## src/rtl/mips_mem_pkg.sv

```systemverilog
// Shared types and constants for the MIPS load/store unit and its word-wide data memory.
package mips_mem_pkg;

  typedef enum logic [1:0] {
    BYTE = 2'd0,
    HALF = 2'd1,
    WORD = 2'd2
  } ls_size_t;

  typedef enum logic [1:0] {
    IDLE = 2'd0,
    RD   = 2'd1,
    WR   = 2'd2,
    DONE = 2'd3
  } lsu_state_t;

  localparam int WORD_BYTES = 4;
  localparam int MEM_WORDS  = 32;

  // Encoding 3 is treated as a full word.
  function automatic ls_size_t norm_size(input logic [1:0] raw);
    return (raw == 2'd3) ? WORD : ls_size_t'(raw);
  endfunction

  function automatic logic is_misaligned(input ls_size_t size, input logic [1:0] lo);
    return ((size == HALF) && lo[0]) || ((size == WORD) && (lo != 2'b00));
  endfunction

endpackage

```

## src/rtl/load_store_unit_if.sv

```systemverilog
// Request/response and memory-side signal bundle for load_store_unit.
interface load_store_unit_if #(
  parameter int ADDR_W = 32
);
  // Handshake: a request transfers on a posedge where ReqValid & ReqReady are both 1.
  // ReqReady is high only while the unit is idle, and the request fields are captured
  // at that edge, so the requester may change them afterwards. RespValid is a one-cycle
  // completion pulse that cannot be back-pressured.
  logic              ReqValid;
  logic              ReqReady;
  logic              ReqWrite;
  logic [1:0]        ReqSize;
  logic              ReqSigned;
  logic [ADDR_W-1:0] ReqAddr;
  logic [31:0]       ReqData;
  logic              RespValid;
  logic [31:0]       LoadData;
  logic              AddrErr;
  logic [31:0]       MemAddr;
  logic [31:0]       MemWriteData;
  logic [31:0]       MemReadData;
  logic              MemWriteEn;
  logic              MemReadEn;

  modport slave (
    input  ReqValid, ReqWrite, ReqSize, ReqSigned, ReqAddr, ReqData, MemReadData,
    output ReqReady, RespValid, LoadData, AddrErr,
    output MemAddr, MemWriteData, MemWriteEn, MemReadEn
  );

  modport master (
    output ReqValid, ReqWrite, ReqSize, ReqSigned, ReqAddr, ReqData, MemReadData,
    input  ReqReady, RespValid, LoadData, AddrErr,
    input  MemAddr, MemWriteData, MemWriteEn, MemReadEn
  );

endinterface

```

## src/rtl/lsu_lane_align.sv

```systemverilog
// Little-endian lane handling: extracts/extends load data and merges sub-word stores.
module lsu_lane_align
  import mips_mem_pkg::*;
(
  input  logic [31:0] rd_word,
  input  logic [31:0] old_word,
  input  logic [31:0] st_data,
  input  logic [1:0]  addr_lo,
  input  ls_size_t    size,
  input  logic        sgn,
  output logic [31:0] ld_data,
  output logic [31:0] wr_word
);

  logic [7:0]  byte_sel;
  logic [15:0] half_sel;
  logic [4:0]  byte_bit;
  logic [4:0]  half_bit;

  always_comb begin
    byte_bit = {addr_lo, 3'b000};
    half_bit = {addr_lo[1], 4'b0000};
    byte_sel = rd_word[byte_bit +: 8];
    half_sel = rd_word[half_bit +: 16];
    ld_data  = rd_word;
    wr_word  = st_data;
    case (size)
      BYTE: begin
        ld_data = {{24{sgn & byte_sel[7]}}, byte_sel};
        wr_word = old_word;
        wr_word[byte_bit +: 8] = st_data[7:0];
      end
      HALF: begin
        ld_data = {{16{sgn & half_sel[15]}}, half_sel};
        wr_word = old_word;
        wr_word[half_bit +: 16] = st_data[15:0];
      end
      default: begin
        ld_data = rd_word;
        wr_word = st_data;
      end
    endcase
  end

endmodule

```

## src/rtl/load_store_unit.sv

```systemverilog
// Load/store sequencer in front of a word-wide memory (combinational read, negedge write).
// Define LSU_MISALIGN_TRAP_EN to report misaligned accesses via AddrErr instead of aligning them.
module load_store_unit
  import mips_mem_pkg::*;
#(
  parameter int ADDR_W = 32,
  parameter int MEM_AW = 5
) (
  input  logic                Clock,
  input  logic                Reset,
  load_store_unit_if.slave    bus,
  output lsu_state_t          dbg_state
);

  localparam int LA_W = MEM_AW + 2;

  lsu_state_t      state_q, state_d;
  logic [LA_W-1:0] addr_q, addr_d;
  ls_size_t        size_q, size_d;
  logic            signed_q, signed_d;
  logic            write_q, write_d;
  logic [31:0]     data_q, data_d;
  logic [31:0]     rdata_q, rdata_d;
  logic [31:0]     load_data_q, load_data_d;
`ifdef LSU_MISALIGN_TRAP_EN
  logic            err_q, err_d;
`endif

  ls_size_t        req_size;
  logic [LA_W-1:0] req_addr;
  logic [31:0]     ld_ext;
  logic [31:0]     wr_merged;
  logic            unused_addr_hi;

  assign unused_addr_hi = ^bus.ReqAddr[ADDR_W-1:LA_W];

  lsu_lane_align u_align (
    .rd_word  (bus.MemReadData),
    .old_word (rdata_q),
    .st_data  (data_q),
    .addr_lo  (addr_q[1:0]),
    .size     (size_q),
    .sgn      (signed_q),
    .ld_data  (ld_ext),
    .wr_word  (wr_merged)
  );

  always_comb begin
    req_size = norm_size(bus.ReqSize);
    req_addr = bus.ReqAddr[LA_W-1:0];
`ifndef LSU_MISALIGN_TRAP_EN
    // Without the trap, misaligned addresses are rounded down to the access size.
    if (req_size == HALF) req_addr[0] = 1'b0;
    if (req_size == WORD) req_addr[1:0] = 2'b00;
`endif
  end

  always_comb begin
    state_d     = state_q;
    addr_d      = addr_q;
    size_d      = size_q;
    signed_d    = signed_q;
    write_d     = write_q;
    data_d      = data_q;
    rdata_d     = rdata_q;
    load_data_d = load_data_q;
`ifdef LSU_MISALIGN_TRAP_EN
    err_d       = err_q;
`endif
    case (state_q)
      IDLE: begin
        if (bus.ReqValid) begin
          addr_d   = req_addr;
          size_d   = req_size;
          signed_d = bus.ReqSigned;
          write_d  = bus.ReqWrite;
          data_d   = bus.ReqData;
          state_d  = (bus.ReqWrite && req_size == WORD) ? WR : RD;
`ifdef LSU_MISALIGN_TRAP_EN
          err_d = is_misaligned(req_size, bus.ReqAddr[1:0]);
          if (err_d) state_d = DONE;
`endif
        end
      end
      RD: begin
        rdata_d = bus.MemReadData;
        if (write_q) begin
          state_d = WR;
        end else begin
          load_data_d = ld_ext;
          state_d     = DONE;
        end
      end
      WR:      state_d = DONE;
      default: state_d = IDLE;
    endcase
  end

  always_ff @(posedge Clock) begin
    if (Reset) begin
      state_q     <= IDLE;
      addr_q      <= '0;
      size_q      <= BYTE;
      signed_q    <= 1'b0;
      write_q     <= 1'b0;
      data_q      <= '0;
      rdata_q     <= '0;
      load_data_q <= '0;
`ifdef LSU_MISALIGN_TRAP_EN
      err_q       <= 1'b0;
`endif
    end else begin
      state_q     <= state_d;
      addr_q      <= addr_d;
      size_q      <= size_d;
      signed_q    <= signed_d;
      write_q     <= write_d;
      data_q      <= data_d;
      rdata_q     <= rdata_d;
      load_data_q <= load_data_d;
`ifdef LSU_MISALIGN_TRAP_EN
      err_q       <= err_d;
`endif
    end
  end

  assign bus.ReqReady     = (state_q == IDLE);
  assign bus.RespValid    = (state_q == DONE);
  assign bus.MemReadEn    = (state_q == RD);
  assign bus.MemWriteEn   = (state_q == WR);
  assign bus.LoadData     = load_data_q;
  assign bus.MemAddr      = {{(32-MEM_AW){1'b0}}, addr_q[LA_W-1:2]};
  assign bus.MemWriteData = wr_merged;
`ifdef LSU_MISALIGN_TRAP_EN
  assign bus.AddrErr      = (state_q == DONE) && err_q;
`else
  assign bus.AddrErr      = 1'b0;
`endif
  assign dbg_state        = state_q;

endmodule

```

## src/flat_wrapper.sv

```systemverilog
// flat-port wrapper written by rule: the top's interface ports become plain ports
module load_store_unit_flat import mips_mem_pkg::*;
#(
  parameter int ADDR_W = 32,
  parameter int MEM_AW = 5
)
  (Clock, Reset, dbg_state, bus_ReqValid, bus_ReqWrite, bus_ReqSize, bus_ReqSigned, bus_ReqAddr, bus_ReqData, bus_MemReadData, bus_ReqReady, bus_RespValid, bus_LoadData, bus_AddrErr, bus_MemAddr, bus_MemWriteData, bus_MemWriteEn, bus_MemReadEn);
  load_store_unit_if #(.ADDR_W(ADDR_W)) bus_i ();
  input  logic Clock;
  input  logic Reset;
  output lsu_state_t dbg_state;
  input wire logic [$bits(bus_i.ReqValid)-1:0] bus_ReqValid;
  input wire logic [$bits(bus_i.ReqWrite)-1:0] bus_ReqWrite;
  input wire logic [$bits(bus_i.ReqSize)-1:0] bus_ReqSize;
  input wire logic [$bits(bus_i.ReqSigned)-1:0] bus_ReqSigned;
  input wire logic [$bits(bus_i.ReqAddr)-1:0] bus_ReqAddr;
  input wire logic [$bits(bus_i.ReqData)-1:0] bus_ReqData;
  input wire logic [$bits(bus_i.MemReadData)-1:0] bus_MemReadData;
  output wire logic [$bits(bus_i.ReqReady)-1:0] bus_ReqReady;
  output wire logic [$bits(bus_i.RespValid)-1:0] bus_RespValid;
  output wire logic [$bits(bus_i.LoadData)-1:0] bus_LoadData;
  output wire logic [$bits(bus_i.AddrErr)-1:0] bus_AddrErr;
  output wire logic [$bits(bus_i.MemAddr)-1:0] bus_MemAddr;
  output wire logic [$bits(bus_i.MemWriteData)-1:0] bus_MemWriteData;
  output wire logic [$bits(bus_i.MemWriteEn)-1:0] bus_MemWriteEn;
  output wire logic [$bits(bus_i.MemReadEn)-1:0] bus_MemReadEn;
  assign bus_i.ReqValid = bus_ReqValid;
  assign bus_i.ReqWrite = bus_ReqWrite;
  assign bus_i.ReqSize = bus_ReqSize;
  assign bus_i.ReqSigned = bus_ReqSigned;
  assign bus_i.ReqAddr = bus_ReqAddr;
  assign bus_i.ReqData = bus_ReqData;
  assign bus_i.MemReadData = bus_MemReadData;
  assign bus_ReqReady = bus_i.ReqReady;
  assign bus_RespValid = bus_i.RespValid;
  assign bus_LoadData = bus_i.LoadData;
  assign bus_AddrErr = bus_i.AddrErr;
  assign bus_MemAddr = bus_i.MemAddr;
  assign bus_MemWriteData = bus_i.MemWriteData;
  assign bus_MemWriteEn = bus_i.MemWriteEn;
  assign bus_MemReadEn = bus_i.MemReadEn;
  load_store_unit #(.ADDR_W(ADDR_W), .MEM_AW(MEM_AW)) u_core (.Clock(Clock), .Reset(Reset), .bus(bus_i), .dbg_state(dbg_state));
endmodule
```

## config.mk

```make
export PLATFORM = sky130hd
export DESIGN_NAME = load_store_unit_flat
export DESIGN_NICKNAME = d
export VERILOG_FILES = /design/src/rtl/mips_mem_pkg.sv /design/src/rtl/load_store_unit_if.sv /design/src/rtl/lsu_lane_align.sv /design/src/rtl/load_store_unit.sv /design/src/flat_wrapper.sv
export SDC_FILE = /design/constraint.sdc
export NUM_CORES = 1
export LEC_CHECK = 0
export BUFFER_PORTS_ARGS = -buffer_cell sky130_fd_sc_hd__buf_2
export CORE_ASPECT_RATIO = 1.2
export CORE_MARGIN = 2
export CORE_UTILIZATION = 25
export CTS_CLUSTER_DIAMETER = 30
export CTS_CLUSTER_SIZE = 16
export DETAILED_ROUTE_END_ITERATION = 8
export PLACE_DENSITY = 0.5
export SETUP_SLACK_MARGIN = 0.02
export SYNTH_ARGS = -nofsm -noshare
export SYNTH_HDL_FRONTEND = slang
export SYNTH_HIERARCHICAL = 1
export SYNTH_SLANG_ARGS = --single-unit
```

## constraint.sdc

```tcl
create_clock -name Clock -period 2.8 [get_ports Clock]
set_clock_uncertainty 0.15 [all_clocks]
set_input_delay 0.7 -clock Clock [delete_from_list [all_inputs] [get_ports Clock]]
set_output_delay 0.7 -clock Clock [all_outputs]
set_load 0.02 [all_outputs]
```

Word level (Yosys, flattened, before mapping):

Cells that the tools add are included.

* register bits after elaboration: 109
* output and inout bits: 103
* word-level logic and storage cells: 43

* add/subtract/negate cells: 2
* equality and inequality tests: 8
* shift operators: 6
* muxes and demuxes: 11
* bitwise logic cells: 3
* reductions and logical operators: 5

Operators with widths (count)
* $pmux 32 s2: 2
* $bwmux 32: 2
* $shift 16x7->32 const A: 1
* $shift 8x7->32 const A: 1
* $shiftx 16x7->32: 1
* $shiftx 32x6->16: 1
* $shiftx 32x6->8: 1
* $shiftx 8x7->32: 1
* $neg 5->7: 2
* $eq 2x2->1 const B: 4
* $mux 2: 4
* $eq 2x1->1 const B: 3
* $pmux 2 s3: 1
* $logic_not 2->1: 2
* $reduce_and 2->1: 2
* $and 1x1->1: 2
* $mux 1: 2
* $ne 2x2->1 const B: 1
* $logic_and 1x1->1: 1
* $not 1->1: 1

Longest topological paths before layout:

* depth in word-level cells: 7
* mapped depth: 8
* depth with buffers taken out: 5

Cells and area by module:

Netlist, hierarchy kept.

Modules (own cells, without submodules)
* load_store_unit: times used 1, cells an instance 483, area each 4154.0 um^2, sequential area each 2182.1 um^2
* lsu_lane_align: times used 1, cells an instance 267, area each 1803.0 um^2, sequential area each 0.0 um^2

Least setup slack after synthesis:

OpenSTA, ideal clock, no wires.

* path kind: flip-flop to output port
* start point: register u_core.addr_q[1]
* end point: output bus_MemWriteData[10]
* arrival time: 2.109 ns
* path slack: -0.159 ns
* cell stages (with the launch flop): 8
* cells stage by stage: dfxtp_1 buf_2 buf_4 inv_1 ha_1 nor4_2 nand4_1 o211ai_1

* word-level cells in the longest chain between the ends: 4
* elaborated cells on any way between the ends: 9

RTL lines
* from (decl): RTL line load_store_unit.sv:18 `logic [LA_W-1:0] addr_q, addr_d;`
* from (signal assigned): RTL line load_store_unit.sv:114 `addr_q <= addr_d;`
* $neg 5->7 (on tied branches): RTL line lsu_lane_align.sv:36, lsu_lane_align.sv:31
* $shiftx 16x7->32 (tied with other cells): RTL line lsu_lane_align.sv:36 `wr_word[half_bit +: 16] = st_data[15:0];`
* $bwmux 32 (on tied branches): RTL line lsu_lane_align.sv:36, lsu_lane_align.sv:31
* $pmux 32 s2 *: RTL line lsu_lane_align.sv:27 `case (size)`
* to (decl): RTL line flat_wrapper.sv:24 `output wire logic [$bits(bus_i.MemWriteData)-1:0] bus_MemWriteData;`

Mark *: on every way between the ends. The rest lies on a longest branch, timed or not.

Final worst setup path:

* start point: register u_core.addr_q[1]
* end point: output bus_MemWriteData[30]

The elaborated chain is that of the path after synthesis.

==> results.env <==
FIRST_PASS_ITERS=6
DIE_W_UM=145
REPORT.FINAL.SLEW_VIOL_COUNT=0
PORT_BUFFERS=152
SETUP_SLACK_NS=-0.130
POST_SYNTH_MAIN_AREA_CONTRIBUTORS='dfxtp_1 (37%), nand2_1 (12%), mux2i_1 (9.6%), a21oi_1 (6.3%), buf_4 (5.8%)'
FIRST_GLOBAL_VIAS=5307
GP_ROUTABILITY_CONGESTION=0.796
CLK-INSERTION-DELAY-LATE_NS=0.35
WORST_SETUP_PATH_START_KIND='flop'
FP-ROW-COUNT=61
POSTSYNTHCELLCOUNT=750
SYNTH_TOP_CELL_BY_AREA='dfxtp_1'
VIOLATIONS='setup timing'
TRITONCTS_CLOCK_TREE='yes'
GRT_MAX_DEGREE=46
CRITICAL_PATH.ENDPOINT_TYPE='output port'
SYNTH.TOP_CELL.AREA_SHARE=0.366
SYN-MEAN-INSTANCE-AREA_UM2=7.94
CLOCKBUFFERDEPTH=2
FINALSETUPVIOLATIONS=21
SETUP_REPAIR_AFTER_GLOBAL_ROUTING_MISSED_ITS_MARGIN='true'
CTS-ROOT-BUF='clkbuf_16'
DRC=0
NUM_ANTENNA_CELLS=0
POST_CTS_HOLD_BUFFER_COUNT=0
GLOBALROUTETOTALUTIL=0.166
PWR_DENSITY_CELL_nW_PER_UM2=772
FP.COREAREA_UM2=23300
PLACE_INST=1176
WORSTPATHARRIVAL_NS=2.08
DETAILED_PLACE.AREA_UM2=6850
LAYOUT-DRIVE-GT1-SHARE=0.270
MAPPEDNETLISTAREA_UM2=5960
DRT-WIRELENGTH-PER-CELL_UM=17.9
POST-SYNTH-TOP-COUNT-CELL='nand2_1'
IO_PINS=206
DESIGN_AREA_UM2=7560
HOLD_SLACK_NS=0.301
TIMING_WORST_SETUP_PATH_TYPE='reg2out'
CTS-BUFFERS-INSERTED=9
WORSTPATHMAXFANOUT=8
CTS_MAX_LEVEL=3
DR.FIRST_ITER.DRC_COUNT=496
MAX-CAP-VIOLATIONS=0
WORSTHOLDPATHTYPE='reg2reg'
COUNT_OF_FLIP_FLOPS_WITH_A_BUILT_IN_ENABLE_AFTER_SYNTHESIS=0
WORSTPATHREQUIRED_NS=1.95
FINAL_MIN_PERIOD_OVER_CLOCK_PERIOD=1.05
DIE_H_UM=173
ROUTE.VIAS.TOTAL=5714
FINAL_CELLS=1209
DRT_WL_TOTAL_UM=21600
POWER.STATIC_LEAKAGE_nW=3.15
FINISH.NET_COUNT=1001
DETAILEDPLACEMENTHPWL_UM=15800
TIMING_WORST_SLEW_PIN_VALUE_NS=0.714
GRT_FIRST_PASS_WIRELENGTH_UM=32100
SYNTH_COMMON_CELLS='nand2_1 (193), dfxtp_1 (109), a21oi_1 (75)'
SYNTH.DISTINCT_CELLS=52
INITIAL_UTILIZATION=0.256
VIAS_PER_CELL=4.73
CLKSINKCOUNT=109
YS_SEQ_AREA_FRAC=0.366
CLOCK_TRANSITION_TIME_AT_THE_FLIP_FLOP_CLOCK_PINS_OF_THE_WORST_SETUP_AND_HOLD_PATHS_NS=0.08
SETUP_TOTAL_NEGATIVE_SLACK_NS=-1.24
INITIAL_ANTENNA_VIOLATION_COUNT=0
YOSYS_REGISTER_BITS=109
POST-ROUTE-MIN-PERIOD_NS=2.93
FP.DIEAREA_UM2=25100
MAX-VDD-IR-DROP_mV=0.498
POSTSYNTH.ASYNCRESETSHARE=0
YS_WARN_COUNT=6
STATUS='complete, but fails checks'
FINALHOLDVIOLATIONS=0
SYN_TO_FINAL_GROWTH_PCT=26.9
RELSLEWSLACK=0.524
GLOBALROUTEOVERFLOWTOTAL=0
ANTENNA_VIOLATING_NETS_REMAINING=0
MAX_FREQ_MHz=341
SYNTH-MAIN-FF-CELL='dfxtp_1'
-- layout make-up --
type	instances	area, µm²
tap	315	394
clock inverter	6	61.3
inverter	15	58.8
clock buffer	10	239
multi-input combinational	561	3360
sequential	109	2190
fill	2530	15700
timing repair buffer	193	1260
-- what timing repair did --
| item | 4_1_cts | 5_1_grt |
|---|---|---|
| hold endpoints to repair | 0 | 0 |
| endpoints found under the setup margin | 32 | 32 |
| buffers inserted | 7 | 10 |
| pin swaps | 21 | 10 |
| gates resized for setup | 70 | 5 |
-- worst max-delay path: stages (launching register included) --
cell and delay [ns]:
dfxtp_4 0.37, inv_4 0.05, ha_4 0.16, nor4_4 0.25, buf_4 0.16, and4b_2 0.33
a221o_1 0.26, buf_6 0.14
-- kinds of logic (layout without fill, tap and decap cells) --
kind of cell	after synthesis	in the layout	synth area share
buffers and inverters	107	224	0.108
adder cells (fa/ha/maj)	9	9	0.0189
AND/OR/NAND/NOR	280	280	0.206
flip-flops	109	109	0.366
multiplexers	59	59	0.101
AO/OA/AOI/OAI	185	185	0.198
other	1	28	0.000630
-- report_power, final --
group	switching, mW	total [mW]	internal (mW)
Clock	0.624	1.34	0.719
Sequential	0.252	2.07	1.81
Combinational	1.48	2.43	0.943
Total	2.36	5.83	3.47
-- metal layers --
layer / global-route usage / vias to the layer above / share of wire
met5: 0 / - / 0
met4: 0.0520 / 0 / 0.020
met3: 0.0322 / 23 / 0.060
met2: 0.278 / 216 / 0.49
met1: 0.215 / 2666 / 0.43
li1: - / 2809 / -
-- registers in the layout, summed over array words and instances (netlist names) --
signal               count
u_core/addr_q            7
u_core/bus.LoadData     32
u_core/data_q           32
u_core/dbg_state         2
u_core/rdata_q          32
u_core/signed_q          1
u_core/size_q            2
u_core/write_q           1
-- path summary, 6_finish.rpt --
path,start,endpoint,slack (ns),depth (start not counted)
worst min register to register,u_core/bus.LoadData[2],u_core/bus.LoadData[2],0.30,2
worst min-delay path,u_core/bus.LoadData[2],u_core/bus.LoadData[2],0.30,2
worst max-delay path,u_core/addr_q[1],bus_MemWriteData[30],-0.13,7
worst max register to register,u_core/size_q[0],u_core/bus.LoadData[3],0.69,6
-- layout by cell type, fill, tap and decap left out, types with 5 or more instances in the layout --
cell / count
a32oi_1: 7
inv_1: 12
clkbuf_16: 9
o21ai_1: 23
buf_4: 46
ha_1: 5
dfxtp_1: 105
o21ai_0: 23
a222oi_1: 7
a221o_1: 8
a21oi_1: 75
mux2i_1: 57
buf_6: 13
nor2_1: 36
a211o_1: 8
a22oi_1: 8
buf_2: 127
a22o_1: 7
conb_1: 28
nand2_1: 193
nor4b_2: 7
nor2b_1: 16
buf_12: 5
o211ai_1: 8
nand3_1: 9
-- through the flow --
| step | total power [mW] | utilization | setup slack [ns] |
|---|---|---|---|
| after floorplan | 3.75 | - | 0.0367 |
| after global placement | 4.36 | 0.294 | -0.0653 |
| after detailed placement | 4.38 | 0.294 | -0.0291 |
| after CTS | 5.87 | 0.320 | -0.0893 |
| after global routing | 6.18 | 0.325 | -0.191 |
| final | 5.83 | 0.325 | -0.130 |
Power figures use the tool's default switching activity.
